[src/rtl/branch_redirect_if.sv]
// Execute-lane resolution inputs and frontend redirect handshake for branch_redirect_ctrl.
// slave is the controller side; master is the pipeline/frontend side.
interface branch_redirect_if #(
  parameter int unsigned CNT_W = 32
);
  logic [1:0]       ex_valid;
  logic [1:0]       ex_is_branch;
  logic [31:0]      ex_pc0;
  logic [31:0]      ex_pc1;
  logic [1:0]       ex_taken;
  logic [31:0]      ex_target0;
  logic [31:0]      ex_target1;
  logic [1:0]       pred_taken;
  logic [31:0]      pred_target0;
  logic [31:0]      pred_target1;
  logic             redirect_valid;
  logic [31:0]      redirect_pc;
  logic             redirect_ready;
  logic             flush;
  logic             stall;
  logic [CNT_W-1:0] branch_cnt;
  logic [CNT_W-1:0] mispred_cnt;

  modport slave (
    input  ex_valid, ex_is_branch, ex_pc0, ex_pc1, ex_taken, ex_target0, ex_target1,
    input  pred_taken, pred_target0, pred_target1, redirect_ready,
    output redirect_valid, redirect_pc, flush, stall, branch_cnt, mispred_cnt
  );

  modport master (
    output ex_valid, ex_is_branch, ex_pc0, ex_pc1, ex_taken, ex_target0, ex_target1,
    output pred_taken, pred_target0, pred_target1, redirect_ready,
    input  redirect_valid, redirect_pc, flush, stall, branch_cnt, mispred_cnt
  );
endinterface

[src/rtl/branch_redirect_ctrl.sv]
// Picks the oldest mispredicting branch of two in-order execute lanes, issues a frontend
// redirect with a one-cycle flush, and ignores wrong-path lanes until the pipeline drains.
module branch_redirect_ctrl #(
  parameter int unsigned KILL_CYCLES = 2,
  parameter int unsigned CNT_W       = 32
) (
  input logic              clk,
  input logic              rst,
  branch_redirect_if.slave bus
);

  localparam logic [1:0] StIdle     = 2'd0;
  localparam logic [1:0] StRedirect = 2'd1;
  localparam logic [1:0] StKill     = 2'd2;
  localparam int unsigned CntW1     = CNT_W + 1;

  logic [1:0]       state_q, state_d;
  logic [3:0]       kill_q, kill_d;
  logic [31:0]      pc_q, pc_d;
  logic             flush_q, flush_d;
  logic [CNT_W-1:0] br_q, br_d;
  logic [CNT_W-1:0] mis_q, mis_d;

  logic        cand0, cand1, mis0, mis1;
  logic [31:0] fix_pc0, fix_pc1;
  logic [1:0]  br_inc;

  function automatic logic [CNT_W-1:0] sat_add(input logic [CNT_W-1:0] a,
                                                input logic [1:0] inc);
    logic [CNT_W:0] sum;
    sum = {1'b0, a} + CntW1'(inc);
    return sum[CNT_W] ? {CNT_W{1'b1}} : sum[CNT_W-1:0];
  endfunction

  assign cand0 = bus.ex_valid[0] & bus.ex_is_branch[0];
  assign cand1 = bus.ex_valid[1] & bus.ex_is_branch[1];

  assign mis0 = cand0 & ((bus.ex_taken[0] != bus.pred_taken[0]) |
                         (bus.ex_taken[0] & (bus.ex_target0 != bus.pred_target0)));
  assign mis1 = cand1 & ((bus.ex_taken[1] != bus.pred_taken[1]) |
                         (bus.ex_taken[1] & (bus.ex_target1 != bus.pred_target1)));

  assign fix_pc0 = bus.ex_taken[0] ? bus.ex_target0 : bus.ex_pc0 + 32'd4;
  assign fix_pc1 = bus.ex_taken[1] ? bus.ex_target1 : bus.ex_pc1 + 32'd4;

  // An older mispredict squashes lane 1, so it is not counted either.
  assign br_inc = mis0 ? 2'd1 : ({1'b0, cand0} + {1'b0, cand1});

  always_comb begin
    state_d = state_q;
    kill_d  = kill_q;
    pc_d    = pc_q;
    flush_d = 1'b0;
    br_d    = br_q;
    mis_d   = mis_q;
    unique case (state_q)
      StIdle: begin
        br_d = sat_add(br_q, br_inc);
        if (mis0 | mis1) begin
          state_d = StRedirect;
          pc_d    = mis0 ? fix_pc0 : fix_pc1;
          flush_d = 1'b1;
          mis_d   = sat_add(mis_q, 2'd1);
        end
      end
      StRedirect: begin
        if (bus.redirect_ready) begin
          if (KILL_CYCLES == 0) begin
            state_d = StIdle;
          end else begin
            state_d = StKill;
            kill_d  = 4'(KILL_CYCLES);
          end
        end
      end
      StKill: begin
        kill_d = kill_q - 4'd1;
        if (kill_q == 4'd1) state_d = StIdle;
      end
      default: state_d = StIdle;
    endcase
  end

  always_ff @(posedge clk or posedge rst) begin
    if (rst) begin
      state_q <= StIdle;
      kill_q  <= 4'd0;
      pc_q    <= 32'd0;
      flush_q <= 1'b0;
      br_q    <= '0;
      mis_q   <= '0;
    end else begin
      state_q <= state_d;
      kill_q  <= kill_d;
      pc_q    <= pc_d;
      flush_q <= flush_d;
      br_q    <= br_d;
      mis_q   <= mis_d;
    end
  end

  assign bus.redirect_valid = (state_q == StRedirect);
  assign bus.redirect_pc    = pc_q;
  assign bus.flush          = flush_q;
  assign bus.stall          = (state_q != StIdle);
  assign bus.branch_cnt     = br_q;
  assign bus.mispred_cnt    = mis_q;

endmodule

[src/flat_wrapper.sv]
// flat-port wrapper written by rule: the top's interface ports become plain ports
module branch_redirect_ctrl_flat 
#(
  parameter int unsigned KILL_CYCLES = 2,
  parameter int unsigned CNT_W       = 32
)
  (clk, rst, bus_ex_valid, bus_ex_is_branch, bus_ex_pc0, bus_ex_pc1, bus_ex_taken, bus_ex_target0, bus_ex_target1, bus_pred_taken, bus_pred_target0, bus_pred_target1, bus_redirect_ready, bus_redirect_valid, bus_redirect_pc, bus_flush, bus_stall, bus_branch_cnt, bus_mispred_cnt);
  branch_redirect_if #(.CNT_W(CNT_W)) bus_i ();
  input logic clk;
  input logic rst;
  input wire logic [$bits(bus_i.ex_valid)-1:0] bus_ex_valid;
  input wire logic [$bits(bus_i.ex_is_branch)-1:0] bus_ex_is_branch;
  input wire logic [$bits(bus_i.ex_pc0)-1:0] bus_ex_pc0;
  input wire logic [$bits(bus_i.ex_pc1)-1:0] bus_ex_pc1;
  input wire logic [$bits(bus_i.ex_taken)-1:0] bus_ex_taken;
  input wire logic [$bits(bus_i.ex_target0)-1:0] bus_ex_target0;
  input wire logic [$bits(bus_i.ex_target1)-1:0] bus_ex_target1;
  input wire logic [$bits(bus_i.pred_taken)-1:0] bus_pred_taken;
  input wire logic [$bits(bus_i.pred_target0)-1:0] bus_pred_target0;
  input wire logic [$bits(bus_i.pred_target1)-1:0] bus_pred_target1;
  input wire logic [$bits(bus_i.redirect_ready)-1:0] bus_redirect_ready;
  output wire logic [$bits(bus_i.redirect_valid)-1:0] bus_redirect_valid;
  output wire logic [$bits(bus_i.redirect_pc)-1:0] bus_redirect_pc;
  output wire logic [$bits(bus_i.flush)-1:0] bus_flush;
  output wire logic [$bits(bus_i.stall)-1:0] bus_stall;
  output wire logic [$bits(bus_i.branch_cnt)-1:0] bus_branch_cnt;
  output wire logic [$bits(bus_i.mispred_cnt)-1:0] bus_mispred_cnt;
  assign bus_i.ex_valid = bus_ex_valid;
  assign bus_i.ex_is_branch = bus_ex_is_branch;
  assign bus_i.ex_pc0 = bus_ex_pc0;
  assign bus_i.ex_pc1 = bus_ex_pc1;
  assign bus_i.ex_taken = bus_ex_taken;
  assign bus_i.ex_target0 = bus_ex_target0;
  assign bus_i.ex_target1 = bus_ex_target1;
  assign bus_i.pred_taken = bus_pred_taken;
  assign bus_i.pred_target0 = bus_pred_target0;
  assign bus_i.pred_target1 = bus_pred_target1;
  assign bus_i.redirect_ready = bus_redirect_ready;
  assign bus_redirect_valid = bus_i.redirect_valid;
  assign bus_redirect_pc = bus_i.redirect_pc;
  assign bus_flush = bus_i.flush;
  assign bus_stall = bus_i.stall;
  assign bus_branch_cnt = bus_i.branch_cnt;
  assign bus_mispred_cnt = bus_i.mispred_cnt;
  branch_redirect_ctrl #(.KILL_CYCLES(KILL_CYCLES), .CNT_W(CNT_W)) u_core (.clk(clk), .rst(rst), .bus(bus_i));
endmodule
[config.mk]
export PLATFORM = sky130hd
export DESIGN_NAME = branch_redirect_ctrl_flat
export DESIGN_NICKNAME = d
export VERILOG_FILES = /design/src/rtl/branch_redirect_if.sv /design/src/rtl/branch_redirect_ctrl.sv /design/src/flat_wrapper.sv
export SDC_FILE = /design/constraint.sdc
export NUM_CORES = 1
export LEC_CHECK = 0
export ABC_AREA = 1
export CAP_MARGIN = 40
export CORE_ASPECT_RATIO = 1.25
export CORE_MARGIN = 2
export CORE_UTILIZATION = 45
export CTS_CLUSTER_SIZE = 40
export DETAILED_ROUTE_END_ITERATION = 8
export PLACE_DENSITY = 0.78
export RECOVER_POWER = 100
export SKIP_CTS_REPAIR_TIMING = 1
export SLEW_MARGIN = 15
export SYNTH_ARGS = -nofsm -noshare
export SYNTH_HDL_FRONTEND = slang
export SYNTH_SLANG_ARGS = --single-unit
[constraint.sdc]
create_clock -name clk -period 10.1 [get_ports clk]
set_input_delay 2.02 -clock clk [delete_from_list [all_inputs] [get_ports clk]]
set_output_delay 2.02 -clock clk [all_outputs]
set_load 0.01 [all_outputs]
; ---- Word-level counts from Yosys, hierarchy flattened
; Index checks and enable logic that the tools add are counted.
[op_classes]
n_mux = 14
bitwise = 9
n_eq_ne = 10
add_sub_neg = 6
reduce_logical = 6
[ops]
columns = cell, count
row1 = $mux W32, 5
row2 = $add A32 B3 Y32 const B, 2
row3 = $ne A32 B32 Y1, 2
row4 = $add A32 B1 Y33 const B, 1
row5 = $add A32 B2 Y33, 1
row6 = $mux W2, 4
row7 = $pmux W4 S2, 1
row8 = $and A1 B1 Y1, 6
row9 = $pmux W2 S3, 1
row10 = $eq A4 B1 Y1 const B, 1
row11 = $mux W4, 1
row12 = $ne A2 B1 Y1 const B, 2
row13 = $reduce_and A2 Y1, 2
row14 = $reduce_bool A2 Y1, 2
row15 = $sub A4 B1 Y4 const B, 1
row16 = $or A1 B1 Y1, 3
row17 = $reduce_and A3 Y1, 1
row18 = $add A1 B1 Y2, 1
row19 = $eq A2 B1 Y1 const B, 1
row20 = $eq A2 B2 Y1 const B, 1
row21 = $logic_not A2 Y1, 1
row22 = $mux W1, 2
row23 = $ne A1 B1 Y1, 2
row24 = $ne A2 B2 Y1 const B, 1
[word_totals]
out_inout_bits = 99
elab_cells = 51
reg_bits = 103

; ---- Depth between registers and ports, before layout
; Gate-level depths: netlist of run 1.
[depth]
ltp_word = 7
ltp_mapped = 23
mapped_depth_nobuf = 22

; ---- Worst setup path before layout of run 1
; Ideal clock, no wire load.
[synth_timing]
kind = input-to-reg
from = input bus_ex_taken[0]
to = register u_core.br_q[31] (netlist: u_core.bus.branch_cnt[31])
arrival_ps = 4483
setup_slack_ps = 5548
setup_ps = 68
cell_stages = 17
path_cell_list = buf_2 -> nor2_1 -> nor2_1 -> nand2_4 -> buf_2 -> nand2_1 -> ha_1 -> inv_1 -> fa_1 -> nor3_2 -> nand3_1 -> nor2_1 -> nand2_1 -> nor3_2 -> nand2_2 -> buf_2 -> nand3_1
[synth_via]
elab_chain_cells = 6
[synth_lines]
columns = element, line_no
row1 = from (decl), flat_wrapper.sv:15  ; input wire logic [$bits(bus_i.ex_taken)-1:0] bus_ex_taken;
row2 = $ne A1 B1 Y1 / $and A1 B1 Y1 (equally long branches), "branch_redirect_ctrl.sv:38, branch_redirect_ctrl.sv:39"
row3 = $or A1 B1 Y1 *, branch_redirect_ctrl.sv:38  ; assign mis0 = cand0 & ((bus.ex_taken[0] != bus.pred_taken[0]) |
row4 = $and A1 B1 Y1 *, branch_redirect_ctrl.sv:38
row5 = $mux W2 *, branch_redirect_ctrl.sv:47  ; assign br_inc = mis0 ? 2'd1 : ({1'b0, cand0} + {1'b0, cand1});
row6 = $add A32 B2 Y33 *, branch_redirect_ctrl.sv:31  ; sum = {1'b0, a} + CntW1'(inc);
row7 = $mux W32 *, branch_redirect_ctrl.sv:32  ; return sum[CNT_W] ? {CNT_W{1'b1}} : sum[CNT_W-1:0];
row8 = to (signal assigned), branch_redirect_ctrl.sv:97  ; br_q <= br_d;
row9 = to (decl), branch_redirect_ctrl.sv:21  ; logic [CNT_W-1:0] br_q, br_d;
; Every way passes the cells marked *; elsewhere a longest branch is shown, timed or not.
; A chain may end at the register's enable or synchronous reset.

; ---- Worst setup path after layout of run 1
[layout_timing]
from = input bus_ex_taken[0]
to = register u_core.br_q[1] (netlist: u_core.bus.branch_cnt[1])
; Same word-level chain as after synthesis.

==> results.json, run 1 <==
{
  "dieWidth_um": 135.7,
  "crit_top_cell": "nand2_1",
  "slowest_stage": "nand2_1",
  "endpoint": "u_core.bus.branch_cnt[1]$_DFFE_PP0P_",
  "ant_nets": 0,
  "fin_util_pct": 61.96,
  "gp_congestion": 0.9960,
  "worstPathMaxFanout": 38,
  "yosysWarnings": 0,
  "max_stage_delay_ns": 1.20,
  "fillCellCount": 2129,
  "grt_usage_pct": 31.29,
  "initial_core_util_pct": 45.58,
  "maxCapViolations": 2,
  "cp.arrival_ns": 8.04,
  "drive_gt1_share_pct": 3.061,
  "cp-end-kind": "register",
  "worst_r2r_path_depth": 10,
  "port_buffers": 301,
  "yosysTopAreaCellShare_pct": 28.44,
  "final-setup-viol-count": 0,
  "antenna_found_initial": 0,
  "grt-ovfl-total": 0,
  "cts_root_buf": "clkbuf_16",
  "wl_per_cell_um": 15.83,
  "critPathKind": "in -> reg",
  "io_pins": 302,
  "routed_wl_mm": 35.96,
  "path_cells": "dlygate4sd3_1, buf_4, nand2_1, o21bai_1, nor2_1, nand2_1, nor2_1, nand3_1, nand2_1, nand2_1, fa_1, nor3_1, nand3_1, nor2_1, nand2_1, nor3_1, nand2_1, o211ai_1",
  "synthFlopType": "dfrtp_1",
  "synthCells": 1716,
  "synthTopCellsByArea": "nand2_1 (28%), dfrtp_1 (26%), nand3_1 (10%)",
  "ys_ff_latch": 103,
  "vias": 11940,
  "cts_inserted_buffers": 9,
  "status": "complete, but fails checks",
  "ir_drop_mv": 0.09640,
  "violations": "capacitance limit, slew limit",
  "cellLeakagePower_nw": 6.703,
  "cts_max_path_buffers": 2,
  "die_h_um": 168.6,
  "drt_iter0_markers": 822,
  "crit_path_start": "bus_ex_taken[0]",
  "grt_max_degree": 75,
  "syn2layout_area_growth_pct": 35.95,
  "timing.final.crit_share_pct": 77.10,
  "ys_types": 38,
  "hpwl_mm": 29.76,
  "nets": 2200,
  "max_freq_mhz": 128.4,
  "period_minus_slack_ns": 7.787,
  "fin_tns_setup_ns": 0,
  "synth_area_um2": 9752,
  "cts_tree": "done",
  "r2r_slack_ns": 7.12,
  "num_rows": 60,
  "r2r-end": "u_core.bus.branch_cnt[1]$_DFFE_PP0P_",
  "avgSynthCellArea_um2": 5.683,
  "min-delay-path-class": "reg -> reg",
  "clk_latency_ns": 0.35,
  "n_antenna_cell": 0,
  "drv_slew": 126,
  "p_per_area_nw_per_um2": 127.0,
  "slew-limit-headroom_pct": -115.9,
  "clock_skew_ns": 0.008861,
  "syn-num-nets": 1928,
  "grt_pass1_vias": 11380,
  "rr_startpoint": "u_core.bus.branch_cnt[0]$_DFFE_PP0P_",
  "synth-edff-count": 0,
  "finalHoldViolCount": 0,
  "cts.sinks": 103,
  "grt_first_pass_wirelength_mm": 56.55,
  "htree_levels": 3,
  "synth-async-reset-ratio_pct": 100.0,
  "clk_pin_slew_ns": 0.07,
  "remaining_drc_errors": 0,
  "tightest_slew_ns": 3.238,
  "ys_seq_area_share_pct": 26.43,
  "critPathRequiredTime_ns": 10.36,
  "yosysTopAreaCell": "nand2_1",
  "die-area_um2": 22870,
  "rsz0062_at_grt": "no",
  "vias_per_cell": 5.257,
  "start_kind": "input port",
  "first_pass_iters": 5,
  "core_um2": 21400
}
==> worst min path at each step <==
stage,slack [ns],from,endpoint,depth (start not counted)
global placement,0.46,u_core.bus.redirect_pc[11]$_DFFE_PP0P_,u_core.bus.redirect_pc[11]$_DFFE_PP0P_,2
CTS,0.48,u_core.bus.redirect_pc[2]$_DFFE_PP0P_,u_core.bus.redirect_pc[2]$_DFFE_PP0P_,2
floorplan,0.51,u_core.bus.redirect_pc[26]$_DFFE_PP0P_,u_core.bus.redirect_pc[26]$_DFFE_PP0P_,2
detailed placement,0.46,u_core.bus.redirect_pc[2]$_DFFE_PP0P_,u_core.bus.redirect_pc[2]$_DFFE_PP0P_,2
global route,0.49,u_core.bus.redirect_pc[0]$_DFFE_PP0P_,u_core.bus.redirect_pc[0]$_DFFE_PP0P_,2
finish,0.47,u_core.bus.redirect_pc[2]$_DFFE_PP0P_,u_core.bus.redirect_pc[2]$_DFFE_PP0P_,2
==> cell usage in the layout (no fill, tap or decap), types with 31 or more instances in the layout <==
cell and count:
clkdlybuf4s50_1 199, dfrtp_1 103, dlygate4sd3_1 102, inv_1 177, nand2_1 742, nand3_1 205
nor2_1 176, o21ai_0 58, xnor2_1 31, xor2_1 34
==> stage by stage <==
stage / hold WS, ns / setup WS [ns] / std cells / total power, W / instance area [um2]
after CTS: 0.4833 / 3.965 / 2272 / 0.001729 / 13320
after global routing: 0.4931 / 1.797 / 2272 / 0.001787 / 13260
final: 0.4735 / 2.313 / 2272 / 0.001684 / 13260
after detailed placement: 0.4643 / 3.639 / 2256 / 0.001364 / 13020
after global placement: 0.4609 / 3.798 / 2252 / 0.001348 / 12930
after floorplan: 0.5129 / 5.376 / 1716 / 0.0009522 / 9752
==> where the power goes <==
part	total (W)	internal (W)	switching, W
Combinational	0.000736	0.000309	0.000427
Sequential	0.000587	0.000506	0.0000805
Clock	0.000361	0.000201	0.000160
Total	0.00168	0.00102	0.000668
==> cell families (layout without fill, tap and decap cells) <==
group,Yosys count,count (layout),synth area share (%)
simple gates,1228,1228,52.85
buf+inv,233,510,9.494
flops,103,103,26.43
compound gates,78,78,4.157
xor+xnor,65,65,5.838
fa+ha+maj,9,9,1.232
==> critical path, delay by kind of cell <==
kind / cells / cell delay [ns]
AO/OA/AOI/OAI: 2 / 0.42
adder cells (fa/ha/maj): 1 / 0.54
AND/OR/NAND/NOR: 13 / 4.18
buffers and inverters: 2 / 0.86
==> layout make-up <==
| type | count | area [um2] | share of cell area, % |
|---|---|---|---|
| well taps | 279 | 349.1 | 2.633 |
| flip-flops and latches | 103 | 2577 | 19.44 |
| clock inverters | 6 | 66.31 | 0.5002 |
| repair buffers | 311 | 3112 | 23.47 |
| multi-input cells | 1380 | 6226 | 46.96 |
| inverters | 183 | 688.2 | 5.191 |
| clock buffers | 10 | 239.0 | 1.803 |
==> state kept, by name, summed over array words and instances (netlist names) <==
name and cells:
u_core.bus.branch_cnt 32, u_core.bus.mispred_cnt 32, u_core.bus.redirect_pc 32, u_core.kill_q 4, u_core.state_q 2, u_core.bus.flush 1
==> per-layer routing <==
layer	up-vias	track usage [%]	part of all wire, %
li1	5916	-	-
met1	5410	36.74	38
met2	511	56.02	50
met3	107	3.444	6.2
met4	0	15.67	5.3
met5	-	0	0
==> synthesized netlist by cell type (all sizes together), types with 5 or more instances <==
| master | count |
|---|---|
| nand3b | 13 |
| buf | 27 |
| inv | 182 |
| nand4 | 22 |
| nor2 | 182 |
| or2 | 24 |
| o21ai | 65 |
| ha | 8 |
| o22ai | 5 |
| nand3 | 206 |
| xnor2 | 31 |
| dfrtp | 103 |
| nor3 | 31 |
| clkbuf | 23 |
| nand2 | 744 |
| xor2 | 34 |
No activity file was read; power rests on OpenSTA's default activity.
==> run 2, diff against run 1 <==
Settings changed: CORE_UTILIZATION 45 to 44, PLACE_DENSITY 0.78 to 0.79.
Clock period 10.1 ns to 6.5 ns, I/O delays scaled along.
==> results.json, run 2 (synthesis gave the netlist of run 1 again) <==
{
  "drt_iter0_markers": 857,
  "die-area_um2": 23380,
  "cp-end-kind": "register",
  "worstPathMaxFanout": 33,
  "die_h_um": 170.4,
  "syn2layout_area_growth_pct": 36.63,
  "port_buffers": 301,
  "finalNonFillerCells": 2274,
  "start_kind": "input port",
  "hpwl_mm": 30.92,
  "htree_levels": 3,
  "n_antenna_cell": 0,
  "cts_tree": "done",
  "core_um2": 21620,
  "slew-limit-headroom_pct": -78.26,
  "antenna_found_initial": 0,
  "vias": 11930,
  "critPathRequiredTime_ns": 6.78,
  "cts_root_buf": "clkbuf_16",
  "slowest_stage": "nand3_1",
  "final_area_um2": 13320,
  "nets": 2202,
  "clock_skew_ns": 0.008859,
  "max_stage_delay_ns": 0.96,
  "tightest_slew_ns": 2.659,
  "grt_pass1_vias": 11340,
  "remaining_drc_errors": 0,
  "violations": "capacitance limit, slew limit",
  "cts_max_path_buffers": 2,
  "maxCapViolations": 1,
  "grtUsageMet3_pct": 4.081,
  "clk_pin_slew_ns": 0.07,
  "initial_core_util_pct": 45.10,
  "ir_drop_mv": 0.1624,
  "grt-busiest-layer": "met2",
  "final-setup-viol-count": 0,
  "grt_max_degree": 75,
  "critPathKind": "in -> reg",
  "wl_per_cell_um": 16.54,
  "cp_top_family": "simple AND/OR/NAND/NOR gates",
  "placed_area_um2": 13040,
  "gp_congestion": 0.9986,
  "finalHoldViolCount": 0,
  "period_minus_slack_ns": 5.523,
  "min-delay-path-class": "reg -> reg",
  "cts.sinks": 103,
  "cp.arrival_ns": 5.80,
  "io_pins": 302,
  "use_met2_pct": 57.13,
  "dieWidth_um": 137.2,
  "use_met1_pct": 38.08,
  "clk_latency_ns": 0.35,
  "grt-ovfl-total": 0,
  "drv_slew": 60,
  "p_per_area_nw_per_um2": 198.2,
  "max_freq_mhz": 181.1,
  "first_pass_iters": 5,
  "crit_buf_inv": 3,
  "rsz0062_at_grt": "no",
  "path_cells": "dlygate4sd3_1, inv_1, nand2_1, nand2_1, inv_1, nand2_1, nor2_1, nand2_1, nor2_1, nand3_1, nand2_4, nand2_1, fa_1, nor3_2, nand3_1, nor2_1, nand2_1, nor3_2, nand2_2, nand3_1",
  "holdWs_ns": 0.4736,
  "fin_tns_setup_ns": 0,
  "vias_per_cell": 5.245,
  "num_rows": 60,
  "grt_first_pass_wirelength_mm": 58.32,
  "cellLeakagePower_nw": 6.731,
  "grt_usage_pct": 32.06,
  "ant_nets": 0,
  "cts_inserted_buffers": 9,
  "layout_commonest_cell": "nand2_1",
  "power_w": 0.002641,
  "status": "complete, but fails checks",
  "routed_wl_mm": 37.62,
  "crit_top_cell": "nand2_1",
  "drive_gt1_share_pct": 3.358,
  "timing.final.crit_share_pct": 84.96,
  "r2r_slack_ns": 3.92,
  "numPlacedInstances": 2258,
  "layout_common_cells": "nand2_1 (741), nand3_1 (205), clkdlybuf4s50_1 (199)"
}
-- run 2: changes by cell type in the layout (fill, tap and decap cells not counted), moves of 2 or more --
cell and delta:
buf_16 +2, buf_4 +4, buf_8 -2, clkinv_2 -2, inv_6 -2, nor3_1 -2
nor3_2 +2
-- run 2: area by class of cell --
cell class	count	area, um2
fillers	2149	8297
clock inverters	2	38.79
inverters	183	688.2
multi-input cells	1380	6246
clock buffers	14	264.0
repair buffers	313	3161
well taps	279	349.1
flip-flops and latches	103	2577
-- run 2: per-layer routing --
layer / vias to the layer above / wire length [um]
met5: - / 0
met4: 0 / 1743
met3: 86 / 2268
met2: 487 / 19000
met1: 5420 / 14610
li1: 5934 / -
-- run 2: worst register-to-register path, stage by stage (launching register included) --
cell and delay [ns]:
dfrtp_1 0.52, ha_1 0.35, nand2_1 0.10, nor2_1 0.25
nand2_1 0.16, nor2_1 0.20, nand2_1 0.33, buf_16 0.29
nand3_1 0.10, nand3_1 0.08, nand2_1 0.14
-- run 2: final timing paths --
check,end,from,cells past startpoint
min reg2reg,u_core.bus.redirect_pc[0]$_DFFE_PP0P_,u_core.bus.redirect_pc[0]$_DFFE_PP0P_,2
max reg2reg,u_core.bus.mispred_cnt[30]$_DFFE_PP0P_,u_core.bus.mispred_cnt[0]$_DFFE_PP0P_,10
max in group asynchronous,u_core.bus.redirect_pc[27]$_DFFE_PP0P_,rst,3
max,u_core.bus.branch_cnt[11]$_DFFE_PP0P_,bus_pred_target0[3],20
min in group asynchronous,u_core.bus.mispred_cnt[20]$_DFFE_PP0P_,rst,2
min,u_core.bus.redirect_pc[0]$_DFFE_PP0P_,u_core.bus.redirect_pc[0]$_DFFE_PP0P_,2
-- run 2: power by group --
part           internal, W  switching, W
clock             0.000321      0.000243
combinational     0.000489      0.000683
sequential        0.000787      0.000119
total              0.00160       0.00104
-- run 2: metrics by stage --
stage | utilization (%) | worst slack (ns)
4_1_cts | 61.69 | 1.569
3_3_place_gp | 59.91 | 1.343
6_report | 61.63 | 0.9773
2_1_floorplan | - | 2.496
3_5_place_dp | 60.29 | 1.224
5_1_grt | 61.63 | 0.5452
==> run 3, diff against run 2 <==
Clock period 6.5 ns to 4.5 ns, I/O delays scaled along.
==> results.json, run 3 (synthesis gave the netlist of run 1 again) <==
{
  "vias_per_cell": 5.220,
  "layout_commonest_cell": "nand2_1",
  "initial_core_util_pct": 45.10,
  "nets": 2204,
  "clk_latency_ns": 0.35,
  "cts_tree": "done",
  "grt_max_degree": 76,
  "start_kind": "input port",
  "remaining_drc_errors": 0,
  "port_buffers": 301,
  "critPathRequiredTime_ns": 4.65,
  "cts_max_path_buffers": 2,
  "rsz0062_at_grt": "no",
  "dieWidth_um": 137.2,
  "cts.sinks": 103,
  "max_freq_mhz": 249.0,
  "drive_gt1_share_pct": 3.505,
  "grt_pass1_vias": 11530,
  "wl_per_cell_um": 16.38,
  "grt_usage_pct": 31.95,
  "die-area_um2": 23380,
  "ir_drop_mv": 0.2323,
  "htree_levels": 3,
  "status": "complete, but fails checks",
  "min-delay-path-class": "reg -> reg",
  "drv_slew": 0,
  "finalHoldViolCount": 0,
  "cellLeakagePower_nw": 6.711,
  "antenna_found_initial": 0,
  "slew-limit-headroom_pct": 1.078,
  "layout_common_cells": "nand2_1 (740), nand3_1 (204), clkdlybuf4s50_1 (200)",
  "tightest_slew_ns": 1.476,
  "cts_root_buf": "clkbuf_16",
  "p_per_area_nw_per_um2": 287.1,
  "die_h_um": 170.4,
  "routed_wl_mm": 37.29,
  "gp_congestion": 0.9886,
  "vias": 11880,
  "worstPathMaxFanout": 34,
  "syn2layout_area_growth_pct": 36.17,
  "clk_pin_slew_ns": 0.07,
  "io_pins": 302,
  "cp-end-kind": "register",
  "maxCapViolations": 1,
  "num_rows": 60,
  "cp.arrival_ns": 4.17,
  "ant_nets": 0,
  "core_um2": 21620,
  "first_pass_iters": 7,
  "power_w": 0.003812,
  "violations": "capacitance limit",
  "hpwl_mm": 30.88,
  "cts_inserted_buffers": 9,
  "period_minus_slack_ns": 4.015,
  "grt_first_pass_wirelength_mm": 58.16,
  "n_antenna_cell": 0,
  "clock_skew_ns": 0.01150,
  "timing.final.crit_share_pct": 89.23,
  "grt-ovfl-total": 0,
  "drt_iter0_markers": 789,
  "final-setup-viol-count": 0,
  "critPathKind": "in -> reg",
  "fin_tns_setup_ns": 0
}
-- run 3: changes by cell type in the layout (fill, tap and decap cells not counted), sizes merged --
cell           before  now
clkinvlp            1    2
inv               181  182
dlygate4sd3       102  101
clkbuf             15   16
clkdlybuf4s50     199  200
buf                11   10
-- run 3: critical path, stage by stage --
cell	delay, ns
clkdlybuf4s50_1	0.48
inv_1	0.05
nand2_1	0.05
o21ai_1	0.06
nor2_1	0.22
nand3_1	0.10
nor2_1	0.17
nand3_2	0.14
nand2_1	0.13
buf_4	0.34
nand2_2	0.13
nand2_2	0.08
clkbuf_1	1.06
o21ai_0	0.24
-- run 3: worst paths after layout --
kind / startpoint / end / slack, ns / depth (start not counted)
max: bus_ex_target0[3] / u_core.state_q[0]$_DFFE_PP0P_ / 0.48 / 14
min: u_core.bus.redirect_pc[21]$_DFFE_PP0P_ / u_core.bus.redirect_pc[21]$_DFFE_PP0P_ / 0.47 / 2
max reg2reg: u_core.bus.mispred_cnt[0]$_DFFE_PP0P_ / u_core.bus.mispred_cnt[28]$_DFFE_PP0P_ / 1.96 / 10
min reg2reg: u_core.bus.redirect_pc[21]$_DFFE_PP0P_ / u_core.bus.redirect_pc[21]$_DFFE_PP0P_ / 0.47 / 2
max in group asynchronous: rst / u_core.bus.redirect_pc[1]$_DFFE_PP0P_ / 0.87 / 4
min in group asynchronous: rst / u_core.bus.mispred_cnt[28]$_DFFE_PP0P_ / 1.34 / 2
-- run 3: per-layer routing --
metal  GRT usage, %  part of all wire [%]  vias to the layer above  wire length (um)
li1               -                     -                     5926                 -
met1          37.65                    39                     5378             14710
met2          56.72                    50                      488             18650
met3          4.021                   5.7                       89              2117
met4          15.33                   4.8                        0              1802
met5              0                     0                        -                 0
-- run 3: layout make-up --
type                            instances  area, um2
Clock inverter                          4      51.30
Timing Repair Buffer                  315       3113
Multi-Input combinational cell       1380       6243
Fill cell                            2171       8342
Inverter                              183      688.2
Clock buffer                           12      256.5
Tap cell                              279      349.1
Sequential cell                       103       2577
-- run 3: per-stage QoR --
stage / cell area [um2] / utilization [%] / std cells / hold WS (ns) / setup slack [ns]
after global routing: 13280 / 61.42 / 2276 / 0.4971 / 0.1871
after CTS: 13330 / 61.63 / 2276 / 0.4818 / 0.6132
after floorplan: 9752 / - / 1716 / 0.5129 / 0.8962
final: 13280 / 61.42 / 2276 / 0.4735 / 0.4846
after global placement: 12970 / 60.01 / 2258 / 0.4621 / 0.3730
after detailed placement: 13020 / 60.21 / 2260 / 0.4643 / 0.2445
-- run 3: report_power, final --
group / switching (W) / internal [W]
registers: 0.000179 / 0.00114
clock network: 0.000358 / 0.000464
logic: 0.000982 / 0.000694
total: 0.00152 / 0.00229
